<file path="src/rtl/input_conditioner_pkg.sv">
// Shared constants and helpers for the input conditioner.
//   DEBOUNCE_CYCLES_DEF : default debounce length (5 ms at 50 MHz)
//   REPEAT_DELAY_DEF    : default hold time before auto-repeat starts
//   REPEAT_RATE_DEF     : default spacing of auto-repeat pulses
//   KEY_PRESSED_LEVEL   : internal level meaning "key pressed"
//   cnt_width()         : counter width for a given cycle count
package input_cond_pkg;

    localparam int   DEBOUNCE_CYCLES_DEF = 250000;
    localparam int   REPEAT_DELAY_DEF    = 25000000;
    localparam int   REPEAT_RATE_DEF     = 5000000;
    localparam logic KEY_PRESSED_LEVEL   = 1'b1;

    // Width of a counter that must hold values 0 .. cycles-1; never below 1.
    function automatic int cnt_width(input int cycles);
        return (cycles < 2) ? 1 : $clog2(cycles);
    endfunction

endpackage

</file>
<file path="src/rtl/input_conditioner_if.sv">
// Board-input bundle for the input conditioner.
//   key_raw/sw_raw          : raw asynchronous pins (driven by the board side)
//   key_level/press/release : debounced key state and edge pulses
//   sw_stable/sw_changed    : debounced switches and change pulse
// Modports: master = board/consumer side, slave = conditioner side.
interface input_conditioner_if #(
    parameter int N_KEYS = 4,
    parameter int N_SW   = 8
);
    logic [N_KEYS-1:0] key_raw;
    logic [N_SW-1:0]   sw_raw;
    logic [N_KEYS-1:0] key_level;
    logic [N_KEYS-1:0] key_press;
    logic [N_KEYS-1:0] key_release;
    logic [N_SW-1:0]   sw_stable;
    logic              sw_changed;

    modport master (
        output key_raw, sw_raw,
        input  key_level, key_press, key_release, sw_stable, sw_changed
    );

    modport slave (
        input  key_raw, sw_raw,
        output key_level, key_press, key_release, sw_stable, sw_changed
    );
endinterface

</file>
<file path="src/rtl/input_conditioner_debounce.sv">
// debounce_bit: one input bit through a 2-flop synchroniser, a stability
// counter and a stable flop, with registered rise/fall pulses.
//   clk, rst : clock, synchronous active-high reset
//   din      : raw asynchronous input bit
//   level    : debounced level
//   rise     : 1-cycle pulse when level goes 0 -> 1
//   fall     : 1-cycle pulse when level goes 1 -> 0
module debounce_bit
    import input_cond_pkg::*;
#(
    parameter int DEBOUNCE_CYCLES = DEBOUNCE_CYCLES_DEF
) (
    input  logic clk,
    input  logic rst,
    input  logic din,
    output logic level,
    output logic rise,
    output logic fall
);
    localparam int            CW      = cnt_width(DEBOUNCE_CYCLES);
    localparam logic [CW-1:0] CNT_MAX = CW'(DEBOUNCE_CYCLES - 1);

    logic [1:0]    sync;
    logic [CW-1:0] cnt;

    always_ff @(posedge clk) begin
        if (rst) begin
            sync  <= '0;
            cnt   <= '0;
            level <= 1'b0;
            rise  <= 1'b0;
            fall  <= 1'b0;
        end else begin
            sync <= {sync[0], din};
            rise <= 1'b0;
            fall <= 1'b0;
            if (sync[1] == level) begin
                // any return to the stable value restarts the count
                cnt <= '0;
            end else if (cnt == CNT_MAX) begin
                // held different for DEBOUNCE_CYCLES cycles: accept it
                level <= sync[1];
                cnt   <= '0;
                rise  <= sync[1];
                fall  <= ~sync[1];
            end else begin
                cnt <= cnt + 1'b1;
            end
        end
    end
endmodule

</file>
<file path="src/rtl/input_conditioner.sv">
// input_conditioner: synchronises and debounces push-keys and slide
// switches; produces clean levels and single-cycle edge pulses in clk domain.
//   clk : system clock
//   rst : synchronous active-high reset
//   bus : input_conditioner_if.slave (raw pins in, conditioned outputs out)
// Optional build macro INPUT_CONDITIONER_AUTOREPEAT_EN adds a key
// auto-repeat timer (REPEAT_DELAY / REPEAT_RATE) on the lowest held key.
module input_conditioner
    import input_cond_pkg::*;
#(
    parameter int N_KEYS          = 4,
    parameter int N_SW            = 8,
    parameter int DEBOUNCE_CYCLES = DEBOUNCE_CYCLES_DEF,
    parameter int KEY_ACTIVE_LOW  = 1
`ifdef INPUT_CONDITIONER_AUTOREPEAT_EN
  , parameter int REPEAT_DELAY    = REPEAT_DELAY_DEF
  , parameter int REPEAT_RATE     = REPEAT_RATE_DEF
`endif
) (
    input  logic                clk,
    input  logic                rst,
    input_conditioner_if.slave  bus
);
    localparam logic PIN_PRESSED = (KEY_ACTIVE_LOW != 0) ? 1'b0 : 1'b1;

    logic [N_KEYS-1:0] key_in, key_lvl, key_rise, key_fall;
    logic [N_SW-1:0]   sw_lvl, sw_rise, sw_fall;

    // Polarity is normalised before the synchroniser so that the reset
    // value of the sync flops (0) already means "released".
    always_comb begin
        key_in = '0;
        for (int i = 0; i < N_KEYS; i++)
            key_in[i] = (bus.key_raw[i] == PIN_PRESSED) ? KEY_PRESSED_LEVEL : ~KEY_PRESSED_LEVEL;
    end

    for (genvar i = 0; i < N_KEYS; i++) begin : g_key
        debounce_bit #(.DEBOUNCE_CYCLES(DEBOUNCE_CYCLES)) u_db (
            .clk(clk), .rst(rst), .din(key_in[i]),
            .level(key_lvl[i]), .rise(key_rise[i]), .fall(key_fall[i])
        );
    end

    for (genvar i = 0; i < N_SW; i++) begin : g_sw
        debounce_bit #(.DEBOUNCE_CYCLES(DEBOUNCE_CYCLES)) u_db (
            .clk(clk), .rst(rst), .din(bus.sw_raw[i]),
            .level(sw_lvl[i]), .rise(sw_rise[i]), .fall(sw_fall[i])
        );
    end

    assign bus.key_level   = key_lvl;
    assign bus.key_release = key_fall;
    assign bus.sw_stable   = sw_lvl;
    assign bus.sw_changed  = |(sw_rise | sw_fall);

`ifdef INPUT_CONDITIONER_AUTOREPEAT_EN
    localparam int RMAX = (REPEAT_DELAY > REPEAT_RATE) ? REPEAT_DELAY : REPEAT_RATE;
    localparam int RW   = cnt_width(RMAX + 1);
    localparam int KW   = cnt_width(N_KEYS);

    logic              held, rep_active, rep_in_rate, rep_fire;
    logic [KW-1:0]     low_key, rep_key;
    logic [RW-1:0]     rep_cnt, rep_limit;
    logic [N_KEYS-1:0] key_rep;

    // rep_cnt = cycles the tracked key has been the lowest held key;
    // a repeat fires when it reaches the delay, then every REPEAT_RATE.
    always_comb begin
        held    = |key_lvl;
        low_key = '0;
        for (int i = N_KEYS - 1; i >= 0; i--)
            if (key_lvl[i]) low_key = KW'(i);
        rep_limit = rep_in_rate ? RW'(REPEAT_RATE) : RW'(REPEAT_DELAY);
        rep_fire  = rep_active && held && (low_key == rep_key) && (rep_cnt == rep_limit);
        key_rep   = '0;
        for (int i = 0; i < N_KEYS; i++)
            key_rep[i] = rep_fire && (rep_key == KW'(i));
    end

    always_ff @(posedge clk) begin
        if (rst) begin
            rep_active  <= 1'b0;
            rep_in_rate <= 1'b0;
            rep_key     <= '0;
            rep_cnt     <= '0;
        end else if (!held) begin
            rep_active  <= 1'b0;
            rep_in_rate <= 1'b0;
            rep_cnt     <= '0;
        end else if (!rep_active || low_key != rep_key) begin
            // new lowest held key: restart timing from its first held cycle
            rep_active  <= 1'b1;
            rep_key     <= low_key;
            rep_in_rate <= 1'b0;
            rep_cnt     <= RW'(1);
        end else if (rep_fire) begin
            rep_in_rate <= 1'b1;
            rep_cnt     <= RW'(1);
        end else begin
            rep_cnt <= rep_cnt + 1'b1;
        end
    end

    assign bus.key_press = key_rise | key_rep;
`else
    assign bus.key_press = key_rise;
`endif
endmodule

</file>
<file path="src/flat_wrapper.sv">
// flat-port wrapper written by rule: the top's interface ports become plain ports
module input_conditioner_flat import input_cond_pkg::*;
#(
    parameter int N_KEYS          = 4,
    parameter int N_SW            = 8,
    parameter int DEBOUNCE_CYCLES = DEBOUNCE_CYCLES_DEF,
    parameter int KEY_ACTIVE_LOW  = 1

)
  (clk, rst, bus_key_raw, bus_sw_raw, bus_key_level, bus_key_press, bus_key_release, bus_sw_stable, bus_sw_changed);
  input_conditioner_if #(.N_KEYS(N_KEYS), .N_SW(N_SW)) bus_i ();
  input  logic clk;
  input  logic rst;
  input wire logic [$bits(bus_i.key_raw)-1:0] bus_key_raw;
  input wire logic [$bits(bus_i.sw_raw)-1:0] bus_sw_raw;
  output wire logic [$bits(bus_i.key_level)-1:0] bus_key_level;
  output wire logic [$bits(bus_i.key_press)-1:0] bus_key_press;
  output wire logic [$bits(bus_i.key_release)-1:0] bus_key_release;
  output wire logic [$bits(bus_i.sw_stable)-1:0] bus_sw_stable;
  output wire logic [$bits(bus_i.sw_changed)-1:0] bus_sw_changed;
  assign bus_i.key_raw = bus_key_raw;
  assign bus_i.sw_raw = bus_sw_raw;
  assign bus_key_level = bus_i.key_level;
  assign bus_key_press = bus_i.key_press;
  assign bus_key_release = bus_i.key_release;
  assign bus_sw_stable = bus_i.sw_stable;
  assign bus_sw_changed = bus_i.sw_changed;
  input_conditioner #(.N_KEYS(N_KEYS), .N_SW(N_SW), .DEBOUNCE_CYCLES(DEBOUNCE_CYCLES), .KEY_ACTIVE_LOW(KEY_ACTIVE_LOW)) u_core (.clk(clk), .rst(rst), .bus(bus_i));
endmodule
</file>
<file path="config.mk">
export PLATFORM = sky130hd
export DESIGN_NAME = input_conditioner_flat
export DESIGN_NICKNAME = d
export VERILOG_FILES = /design/src/rtl/input_conditioner_pkg.sv /design/src/rtl/input_conditioner_if.sv /design/src/rtl/input_conditioner_debounce.sv /design/src/rtl/input_conditioner.sv /design/src/flat_wrapper.sv
export SDC_FILE = /design/constraint.sdc
export NUM_CORES = 1
export LEC_CHECK = 0
export CAP_MARGIN = 20
export CORE_AREA = 5 5 136 268
export DETAILED_ROUTE_END_ITERATION = 6
export DIE_AREA = 0 0 141 273
export PLACE_DENSITY_LB_ADDON = 0.05
export SYNTH_ARGS = -nofsm -noshare
export SYNTH_HDL_FRONTEND = slang
export SYNTH_SLANG_ARGS = --single-unit
</file>
<file path="constraint.sdc">
create_clock -name clk -period 1.95 [get_ports clk]
set_input_delay 0.585 -clock clk [delete_from_list [all_inputs] [get_ports clk]]
set_output_delay 0.585 -clock clk [all_outputs]
set_load 0.01 [all_outputs]
</file>
==> flow_summary_export.csv, run 1 <==
group,metric,value,unit
clocking,cts_tree,"built",
grt,antenna_found_initial,0,
layout,mostFrequentLayoutCells,"dfxtp_1, nor2_1, xnor2_1",
run_status,status,"finished with violations",
clocking,clock_path_buffers,3,
synth,synth_ff_type,"dfxtp_1",
detailed_routing,drt_wl_total,27600,µm
layout,nNetsFinal,1487,
clocking,clock_sinks,276,
sta,setup_ws,-0.111,ns
sta,grt_setup_unrepaired,"yes",
synth,yosysTopAreaCell,"dfxtp_1",
die,core-area,34100,µm²
sta,fmax,485,MHz
detailed_routing,drc,0,
worst_hold_path,hold_path.class,"reg -> reg",
synth,avgSynthCellArea,8.88,µm²
die,start_util,34.6,%
detailed_routing,drtAntennaViolNets,0,
pwr,power.leakage,4.66,nW
clocking,cts_root_buffer,"clkbuf_16",
grt,grt.total_usage,14.3,%
flow_run,drv_cap,0,
worst_setup_path,criticalPathCategory,"reg -> out",
synth,synthCells,1329,
grt,first_global_vias,9671,
synth,yosys_warnings,0,
grt,grt-ovfl-total,0,
detailed_routing,vias,9617,
clocking,cts-htree-levels,1,
layout,multi_input_comb_area,6000,µm²
detailed_routing,wire_per_inst,14.4,µm
clocking,cts_buffers,28,
die,fp.dieH,273,µm
placed_design,place_area,13400,µm²
detailed_routing,drt-initial-drc-count,289,
worst_setup_path,end_kind,"primary output",
synth,syn_nets,1355,
synth,yosysTopAreaCellShare,46.8,%
pwr,peakVddDrop,0.749,mV
clocking,holdBufCountCts,0,
worst_setup_path,critPathArrivalTime,1.48,ns
detailed_routing,vias_per_cell,5.01,
sta,hold_viol,0,
synth,synthTopCellsByArea,"dfxtp_1, xnor2_1, nor2_1",
placed_design,hpwl,20800,µm
grt,grt_max_degree,30,
sta,fin_crit_sh,106,%
die,fp-row-count,96,
die,die_x,141,µm
layout,drive_gt1_share,14.4,%
grt,grt_first_pass_wirelength,46000,µm
synth,syn-cell-area,11800,µm²
die,die-area,38500,µm²
sta,tightest_slew,0.535,ns
run_status,violations,"setup timing",
layout,layout_commonest_cell,"dfxtp_1",
worst_setup_path,cp-start-kind,"register",
synth,synth-async-reset-ratio,0,%
sta,slew_viol_final,0,
sta,final.min_clock_period,2.06,ns
pwr,power-per-cell-area,793,nW/µm²
placed_design,placement.io_buffers,34,
layout,utilization,42.4,%
layout,seqCellArea,5530,µm²
synth,yosysUniqueCellTypes,49,
synth,ys_seq_area_share,46.8,%
clocking,clk_latency,0.55,ns
synth,synth-edff-count,0,
sta,finalSetupViolCount,1,
layout,area_delta_synth_final,22.5,%
worst_setup_path,required,1.36,ns
sta,skew,0.00777,ns
clocking,clk_pin_slew,0.06,ns
layout,diodes,0,
die,io_pins,35,
detailed_routing,first_pass_iters,4,
synth,ys_ff_latch,276,
layout,stdcell_area,14500,µm²
sta,relSlewSlack,64.0,%
worst_setup_path,crit_fanout,1,
layout,fillers,3521,
placed_design,routabilityCongestion,0.798,
routing by layer:
metal	routed length (µm)	GRT usage, %	part of all wire (%)
met1	10100	13.6	37
met2	15800	29.7	57
met3	809	1.98	2.9
met4	883	5.67	3.2
met5	0	0	0
what timing repair did:
action	in CTS	in global routing
pin swaps	3	9
endpoints found under the setup margin	24	40
resized for setup	29	24
buffers inserted	0	0
sequential cells by signal (all words and copies together) (netlist names):
| register | count |
|---|---|
| u_core.g_sw.u_db.cnt | 144 |
| u_core.g_key.u_db.level | 4 |
| u_core.g_sw.u_db.sync | 16 |
| u_core.g_key.u_db.rise | 4 |
| u_core.g_sw.u_db.level | 8 |
| u_core.g_key.u_db.fall | 4 |
| u_core.g_sw.u_db.rise | 8 |
| u_core.g_key.u_db.sync | 8 |
| u_core.g_key.u_db.cnt | 72 |
| u_core.g_sw.u_db.fall | 8 |
per-stage QoR:
step | std cells | setup slack [ns] | total power [W] | hold slack [ns] | TNS [ns]
2_1_floorplan | 1329 | 0.0120 | 0.00589 | 0.414 | 0
3_3_place_gp | 1872 | -0.00429 | 0.00600 | 0.419 | -0.00670
3_5_place_dp | 1872 | -0.0166 | 0.00600 | 0.423 | -0.0166
4_1_cts | 1921 | -0.173 | 0.0117 | 0.437 | -0.173
5_1_grt | 1921 | -0.186 | 0.0120 | 0.458 | -0.238
6_report | 1921 | -0.111 | 0.0115 | 0.434 | -0.111
synth_stat cells (3+ instances only):
library cell  count
a21oi_1          35
and2_1           11
and3_1           26
and4_1            7
buf_4            22
clkbuf_1         26
dfxtp_1         276
ha_1             12
inv_1            30
mux2i_1           6
nand2_1          61
nand2b_1         30
nand3_1          72
nand4_1          59
nor2_1          218
nor2b_1          22
nor3_1           57
nor4_1           64
nor4b_1          15
o211ai_1          3
o21ai_0          17
o21ai_1           5
o21ai_2           3
o31ai_1           7
o41ai_1           5
or2_2             5
or3_1            16
or4_1            18
or4b_1            3
or4b_2            4
xnor2_1         129
xor2_1           40
cell families (layout without fill, tap and decap cells):
kind of cell / after synthesis / in the layout / share of synthesized area [%]
buffers and inverters: 82 / 233 / 3.44
adder cells (fa/ha/maj): 12 / 12 / 1.27
AO/OA/AOI/OAI: 84 / 84 / 4.46
XOR/XNOR: 169 / 169 / 12.5
multiplexers: 7 / 7 / 0.604
AND/OR/NAND/NOR: 699 / 699 / 30.9
flip-flops: 276 / 276 / 46.8
worst max-delay path, stage by stage (launching register included):
cell     delay [ns]
dfxtp_2        0.33
nor4_4         0.27
nand4_1        0.15
buf_2          0.18
cell type report:
class	count	area share (%)
tap	441	3.82
timing repair buffer	153	8.98
clock inverter	15	1.25
clock buffer	34	5.36
inverter	31	0.805
multi-input combinational	971	41.5
sequential	276	38.3
path summary, 6_finish.rpt:
path | startpoint | endpoint | slack (ns) | depth (start not counted)
min | u_core.g_sw[3].u_db.sync[0] | u_core.g_sw[3].u_db.sync[1] | 0.43 | 1
min reg2reg | u_core.g_sw[3].u_db.sync[0] | u_core.g_sw[3].u_db.sync[1] | 0.43 | 1
max reg2reg | u_core.g_sw[5].u_db.cnt[10] | u_core.g_sw[5].u_db.cnt[1] | 0.01 | 4
max | u_core.g_sw[5].u_db.rise | bus_sw_changed | -0.11 | 3
power breakdown:
group          leakage [nW]  switching [W]  internal, W
clock network         0.473        0.00227      0.00334
logic                  1.96      0.0000920    0.0000881
registers              2.23      0.0000167      0.00567
No activity file was read; power rests on OpenSTA's default activity.
==> inputs of run 2 (changes only) <==
--- a/config.mk
+++ b/config.mk
@@ -6,6 +6,8 @@
 export NUM_CORES = 1
 export LEC_CHECK = 0
 export CAP_MARGIN = 20
+export CELL_PAD_IN_SITES_DETAIL_PLACEMENT = 0
+export CELL_PAD_IN_SITES_GLOBAL_PLACEMENT = 1
 export CORE_AREA = 5 5 136 268
 export DETAILED_ROUTE_END_ITERATION = 6
 export DIE_AREA = 0 0 141 273
==> flow_summary_export.csv, run 2 (synthesis gave the netlist of run 1 again) <==
group,metric,value,unit
detailed_routing,wire_per_inst,14.8,µm
sta,final.min_clock_period,1.99,ns
clocking,cts_buffers,28,
detailed_routing,drc,0,
sta,relSlewSlack,64.6,%
detailed_routing,vias_per_cell,4.98,
worst_setup_path,reg2reg_setup_slack,0.01,ns
sta,finalSetupViolCount,1,
die,die_x,141,µm
pwr,power-per-cell-area,783,nW/µm²
worst_setup_path,crit_fanout,1,
layout,drive_gt1_share,13.6,%
layout,largest_register,"u_core.g_sw.u_db.cnt",
clocking,clock_path_buffers,3,
sta,final.setup.tns,-0.0435,ns
die,core-area,34100,µm²
grt,grt.total_usage,14.9,%
grt,grt-ovfl-total,0,
sta,fin_crit_sh,102,%
die,fp.dieH,273,µm
grt,first_global_vias,9898,
placed_design,hpwl,21400,µm
clocking,cts-htree-levels,1,
layout,mostFrequentLayoutCells,"dfxtp_1, nor2_1, xnor2_1",
clocking,clk_pin_slew,0.06,ns
grt,grt_max_degree,21,
worst_setup_path,rr_worst_depth,4,
sta,hold_viol,0,
clocking,clk_latency,0.54,ns
worst_setup_path,end_kind,"primary output",
die,start_util,34.6,%
layout,layout_commonest_cell,"dfxtp_1",
detailed_routing,drt_wl_total,28600,µm
pwr,power.leakage,4.64,nW
worst_setup_path,cp-start-kind,"register",
layout,final_cells,1926,
grt,grt_first_pass_wirelength,48200,µm
layout,area_delta_synth_final,21.7,%
sta,grt_setup_unrepaired,"yes",
layout,largest_reg_flops,144,
sta,fmax,502,MHz
die,io_pins,35,
pwr,peakVddDrop,0.753,mV
worst_setup_path,criticalPathCategory,"reg -> out",
die,fp-row-count,96,
placed_design,placement.io_buffers,34,
detailed_routing,first_pass_iters,4,
clocking,holdBufCountCts,0,
detailed_routing,vias,9584,
clocking,cts_tree,"built",
clocking,cts_root_buffer,"clkbuf_16",
detailed_routing,drtAntennaViolNets,0,
sta,tightest_slew,0.531,ns
layout,reg_top3,"u_core.g_sw.u_db.cnt x144, u_core.g_key.u_db.cnt x72, u_core.g_sw.u_db.sync x16",
flow_run,drv_cap,0,
clocking,cts_setup_buffers,0,
worst_hold_path,hold_path.class,"in -> reg",
worst_setup_path,required,1.36,ns
run_status,violations,"setup timing",
layout,diodes,0,
placed_design,routabilityCongestion,0.815,
worst_setup_path,timing.rr.start,"u_core.g_sw[5].u_db.cnt[9]",
run_status,status,"finished with violations",
worst_hold_path,hold_end,"u_core.g_key[0].u_db.fall",
sta,skew,0.0149,ns
worst_hold_path,hp-start,"rst",
worst_setup_path,reg2reg_to,"u_core.g_sw[5].u_db.level",
layout,nNetsFinal,1492,
sta,setup_ws,-0.0435,ns
sta,slew_viol_final,0,
placed_design,dp_cells,1877,
grt,antenna_found_initial,0,
die,die-area,38500,µm²
worst_setup_path,critPathArrivalTime,1.41,ns
worst_hold_path,hold_depth,2,
clocking,clock_sinks,276,
detailed_routing,drt-initial-drc-count,296,
-- run 2: what timing repair did --
| item | 4_1_cts | 5_1_grt |
|---|---|---|
| pin swaps | 5 | 5 |
| setup endpoints to repair | 22 | 45 |
| gates resized for setup | 28 | 12 |
-- run 2: final cells by class --
type	count	area, µm²
Tap cell	441	552
Timing Repair Buffer	158	1300
Sequential cell	276	5530
Inverter	31	116
Fill cell	3508	19700
Multi-Input combinational cell	971	5950
Clock inverter	3	40.0
Clock buffer	46	880
-- run 2: how the worst max path moves through the flow --
stage	endpoint	depth (start not counted)	startpoint	slack, ns
after global routing	bus_sw_changed	3	u_core.g_sw[0].u_db.fall	-0.17
after CTS	bus_sw_changed	3	u_core.g_sw[0].u_db.fall	-0.13
after detailed placement	u_core.g_sw[5].u_db.cnt[1]	4	u_core.g_sw[5].u_db.cnt[11]	0.01
after floorplan	u_core.g_sw[7].u_db.cnt[13]	5	u_core.g_sw[7].u_db.cnt[13]	0.01
final	bus_sw_changed	3	u_core.g_sw[0].u_db.fall	-0.04
after global placement	u_core.g_sw[2].u_db.fall	4	u_core.g_sw[2].u_db.cnt[17]	-0.003
-- run 2: worst max-delay path, cell delays in order, from the launching register on --
cell	delay [ns]
dfxtp_1	0.30
nor4_2	0.28
nand4_1	0.12
buf_2	0.17
-- run 2: metal layers --
layer	GRT usage [%]	wire [µm]
met5	0	0
met4	4.49	657
met3	2.07	760
met2	31.3	16500
met1	14.6	10600
-- run 2: power by group --
| part | total, W | leakage (nW) | internal [W] | switching [W] |
|---|---|---|---|---|
| registers | 0.00568 | 2.23 | 0.00567 | 0.0000162 |
| clock network | 0.00540 | 0.453 | 0.00318 | 0.00222 |
| logic | 0.000173 | 1.96 | 0.0000792 | 0.0000935 |
-- run 2: stage by stage --
step           utilization [%]  total power (W)  cell area (µm²)  hold slack, ns  setup slack (ns)
2_1_floorplan                -          0.00589            11800           0.414            0.0120
3_3_place_gp              39.3          0.00599            13400           0.416          -0.00284
3_5_place_dp              39.3          0.00599            13400           0.428            0.0123
4_1_cts                   42.0           0.0115            14300           0.412            -0.126
5_1_grt                   42.1           0.0117            14400           0.431            -0.165
6_report                  42.1           0.0113            14400           0.430           -0.0435
==> inputs of run 3 (changes only) <==
--- a/config.mk
+++ b/config.mk
@@ -12,6 +12,7 @@
 export DETAILED_ROUTE_END_ITERATION = 6
 export DIE_AREA = 0 0 141 273
 export PLACE_DENSITY_LB_ADDON = 0.05
+export RECOVER_POWER = 50
 export SYNTH_ARGS = -nofsm -noshare
 export SYNTH_HDL_FRONTEND = slang
 export SYNTH_SLANG_ARGS = --single-unit
==> flow_summary_export.csv, run 3 (synthesis gave the netlist of run 1 again) <==
group,metric,value,unit
run_status,status,"finished with violations",
run_status,violations,"setup timing",
detailed_routing,drc,0,
clocking,cts-htree-levels,1,
layout,reg_top3,"u_core.g_sw.u_db.cnt x144, u_core.g_key.u_db.cnt x72, u_core.g_sw.u_db.sync x16",
die,start_util,34.6,%
worst_setup_path,cp-start-kind,"register",
clocking,cts_tree,"built",
worst_setup_path,crit_buf_inv,1,
layout,mostFrequentLayoutCells,"dfxtp_1, nor2_1, xnor2_1",
sta,finalHoldWorstSlack,0.440,ns
placed_design,placement.io_buffers,34,
sta,fin_crit_sh,102,%
worst_setup_path,reg2reg_setup_slack,0.02,ns
worst_setup_path,rr_worst_depth,4,
flow_run,drv_cap,0,
detailed_routing,wire_per_inst,14.8,µm
layout,largest_register,"u_core.g_sw.u_db.cnt",
layout,utilization,41.9,%
grt,use_met3,2.07,%
worst_setup_path,cpPeakStageDelay,0.30,ns
sta,tightest_slew,0.975,ns
grt,grt.met2_usage,31.3,%
detailed_routing,first_pass_iters,4,
pwr,power.leakage,4.60,nW
die,die_x,141,µm
worst_setup_path,reg2reg_to,"u_core.g_sw[5].u_db.level",
worst_setup_path,criticalPathCategory,"reg -> out",
layout,nNetsFinal,1492,
worst_setup_path,end_kind,"primary output",
grt,grt-ovfl-total,0,
clocking,cts_buffers,28,
layout,fillers,3526,
worst_setup_path,critPathTopFamily,"simple AND/OR/NAND/NOR gates",
layout,largest_reg_flops,144,
detailed_routing,drt_wl_total,28600,µm
sta,relSlewSlack,35.0,%
grt,antenna_found_initial,0,
worst_setup_path,worst-path-stages,3,
worst_hold_path,hold_path.class,"reg -> reg",
worst_setup_path,cp-endpoint,"bus_sw_changed",
layout,drive_gt1_share,12.7,%
die,fp.dieH,273,µm
sta,fmax,502,MHz
detailed_routing,vias,9603,
clocking,clock_sinks,276,
sta,slew_viol_final,0,
sta,setup_ws,-0.0431,ns
worst_setup_path,timing.rr.start,"u_core.g_sw[5].u_db.cnt[9]",
detailed_routing,drt-initial-drc-count,310,
clocking,holdBufCountCts,0,
detailed_routing,drtAntennaViolNets,0,
pwr,peakVddDrop,0.752,mV
pwr,power-per-cell-area,787,nW/µm²
worst_setup_path,required,1.36,ns
clocking,clk_pin_slew,0.06,ns
grt,grt.total_usage,14.9,%
worst_setup_path,slowest_stage,"dfxtp_1",
layout,diodes,0,
die,core-area,34100,µm²
sta,grt_setup_unrepaired,"yes",
grt,grt_first_pass_wirelength,48200,µm
worst_setup_path,crit_chain,"nor4_2 -> nand4_1 -> buf_2",
layout,layout_commonest_cell,"dfxtp_1",
worst_setup_path,crit_fanout,1,
worst_setup_path,critPathArrivalTime,1.41,ns
die,die-area,38500,µm²
sta,finalSetupViolCount,1,
die,io_pins,35,
placed_design,hpwl,21400,µm
clocking,cts_root_buffer,"clkbuf_16",
die,fp-row-count,96,
clocking,clock_path_buffers,3,
placed_design,routabilityCongestion,0.815,
grt,first_global_vias,9898,
sta,hold_viol,0,
sta,final.min_clock_period,1.99,ns
worst_setup_path,cp-startpoint,"u_core.g_sw[0].u_db.fall",
layout,area_delta_synth_final,21.0,%
grt,grt_util_met1,14.6,%
placed_design,dp_slack,0.0123,ns
grt,grt.busiest_layer,"met2",
sta,skew,0.0145,ns
clocking,cts_setup_buffers,0,
detailed_routing,vias_per_cell,4.99,
grt,grt_max_degree,21,
clocking,clk_latency,0.54,ns
## run 3: cell count changes in the layout (fill, tap and decap cells not counted), sizes merged
cell | previous run | this run
buf | 126 | 112
clkbuf | 46 | 60
## run 3: worst min path at each step
stage	startpoint	endpoint	slack, ns	cells after the start
after floorplan	u_core.g_key[0].u_db.sync[0]	u_core.g_key[0].u_db.sync[1]	0.41	1
after global placement	u_core.g_sw[3].u_db.sync[0]	u_core.g_sw[3].u_db.sync[1]	0.42	1
after detailed placement	u_core.g_key[1].u_db.sync[0]	u_core.g_key[1].u_db.sync[1]	0.43	1
after CTS	rst	u_core.g_key[0].u_db.fall	0.41	2
after global routing	u_core.g_sw[4].u_db.sync[0]	u_core.g_sw[4].u_db.sync[1]	0.45	1
final	u_core.g_key[1].u_db.sync[0]	u_core.g_key[1].u_db.sync[1]	0.44	1
## run 3: metal layers
metal  vias to the layer above  wire (µm)
met4                         0        639
met2                       108      16600
met3                        44        819
li1                       4908          -
met5                         -          0
met1                      4543      10600
## run 3: final cells by class
cell class	instances	area, µm²	area share (%)
Clock buffer	46	880	6.16
Clock inverter	3	40.0	0.280
Inverter	31	116	0.814
Multi-Input combinational cell	971	5920	41.4
Sequential cell	276	5530	38.7
Tap cell	441	552	3.86
Timing Repair Buffer	158	1250	8.75
## run 3: power breakdown
| part | internal (W) | total (W) | switching (W) |
|---|---|---|---|
| registers | 0.00567 | 0.00568 | 0.0000163 |
| clock network | 0.00318 | 0.00540 | 0.00222 |
| logic | 0.0000715 | 0.000164 | 0.0000924 |
| total | 0.00892 | 0.0112 | 0.00233 |
## run 3: what timing repair did
item                                    in CTS  in global routing
gates resized for setup                     28                 12
endpoints found under the setup margin      22                 45
pin swaps                                    5                  5
## run 3: per-stage QoR
step	total power [W]	area [µm²]	std cells	setup TNS, ns
after floorplan	0.00589	11800	1329	0
after global placement	0.00599	13400	1877	-0.00509
after detailed placement	0.00599	13400	1877	0
after CTS	0.0115	14300	1926	-0.128
after global routing	0.0117	14300	1926	-2.50
final	0.0112	14300	1926	-0.0431
==> RTL change (config.mk and constraints of run 2) <==
The option `INPUT_CONDITIONER_AUTOREPEAT_EN` is turned on by a define.
--- a/src/rtl/input_conditioner.sv
+++ b/src/rtl/input_conditioner.sv
@@ -6,4 +6,6 @@
 // Optional build macro INPUT_CONDITIONER_AUTOREPEAT_EN adds a key
 // auto-repeat timer (REPEAT_DELAY / REPEAT_RATE) on the lowest held key.
+`define INPUT_CONDITIONER_AUTOREPEAT_EN
+
 module input_conditioner
     import input_cond_pkg::*;
Check against the original RTL: no difference found for any inputs over 10 cycles, from zero or initial values and one cycle with rst high; that may be too few to reach the edited logic, so the function may still have changed.
==> RTL change against run 2 <==
Setup slack got worse by 990 ps. Utilization rose by 8.5 points. Final area is 20% higher. Die area is the same. The flow still finishes with violations (negative setup slack). Count of clock-buffer cells in the layout down 11. Total power up 13%. First-iteration DRC count grew 19%. Sequential power grew 10%. Global-route usage rose by 1.8 points. Synthesized area up 13%. Critical path type unchanged. Wire length is 14% higher. Sequential cell count grew 29.
==> RTL change: results (changes against run 2) <==
[clock_network] total setup buffers inserted after CTS 15 [+15]
[run_status] result of the run complete, but fails checks
[timing] worst-case setup margin in the final layout -1034 ps [-990.2 ps]
[layout] Nets 1,733 [+16%]
[place] Placed Instances 2,090 [+11%]
[synthesis] largest cells by area after synthesis dfxtp_1, xnor2_1, nor2_1
[layout] ratio of cells with drive above 1 in the final layout 21.83% [+8.2 points]
[setup_path] start of the worst register-to-register path u_core.rep_cnt[24]$_SDFF_PP0_
[timing] post-route setup TNS -4831 ps [-4788 ps]
[global_routing] vias in the first global route 11,770 [+19%]
[run_status] violations in the final reports negative setup slack
[global_routing] GRT Resource Usage Total 16.78% [+1.8 points]
[global_routing] first-pass GRT wire length 54,670 um [+13%]
[power] reported leakage power 5.638 nW [+21%]
[setup_path] Setup crit end bus_key_press[2]
[power] clock distribution power 6.25 mW [+16%]
[setup_path] worst r2r path cells 8 [+4]
[setup_path] data arrival time of the critical path 2400 ps [+990 ps]
[place] half-perimeter wire length after detailed placement 23,360 um [+9.3%]
[place] Worst Setup Slack post-DPL -789.8 ps [-802.1 ps]
[setup_path] maximum fanout encountered on the critical timing path 3 [+2]
[power] Switching Power 2.582 mW [+11%]
[layout] largest registers u_core.g_sw.u_db.cnt: 144 flops, u_core.g_key.u_db.cnt: 72 flops, u_core.rep_cnt: 25 flops
[synthesis] number of cells produced by synthesis 1,514 [+14%]
[timing] setup violators final 20 [+19]
[routing] met1 wire length 11,830 um [+11%]
## RTL change: cell types whose count changed after synthesis, sizes merged, moves of 16 or more
| cell | run 2 | this run |
|---|---|---|
| xnor2 | 129 | 89 |
| xor2 | 40 | 56 |
| inv | 30 | 51 |
| or4 | 20 | 49 |
| a21oi | 35 | 85 |
| dfxtp | 276 | 305 |
| nor4 | 64 | 42 |
| o21ai | 25 | 56 |
| nor2 | 218 | 175 |
| or3 | 16 | 50 |
| o31ai | 7 | 34 |
## RTL change: final cells by class
class	count	area share (%)
clock buffers	35	4.503
clock inverters	18	1.600
inverters	51	1.108
multi-input cells	1090	42.39
flip-flops and latches	305	35.50
well taps	441	3.192
repair buffers	228	11.71
## RTL change: metal layers
layer	up-vias	global-route usage [%]
met3	66	2.189
met1	5404	15.97
met5	-	0
met2	133	35.04
li1	5814	-
met4	0	6.304
## RTL change: critical path, stage by stage (launching register included)
cell and delay (ps):
dfxtp_2 350, buf_6 90, nand4bb_1 100, or3_4 390, a2111oi_4 330, buf_4 200
buf_6 100, a41o_1 150, buf_2 130
## RTL change: per-stage QoR
step / hold slack (ps) / cell area, um^2 / util (%)
after floorplan: 413.0 / 13450 / -
after global routing: 446.7 / 17280 / 50.67
after global placement: 417.4 / 15380 / 45.09
after detailed placement: 420.4 / 15380 / 45.09
after CTS: 412.5 / 16960 / 49.71
final: 432.4 / 17280 / 50.67
## RTL change: kinds of logic (layout without fill, tap and decap cells)
logic type | Yosys count | after routing | synth area share (%)
compound gates | 209 | 209 | 9.784
xor+xnor | 145 | 145 | 9.503
fa+ha+maj | 14 | 14 | 1.311
buf+inv | 119 | 332 | 3.951
flops | 305 | 305 | 45.69
simple gates | 722 | 722 | 29.76
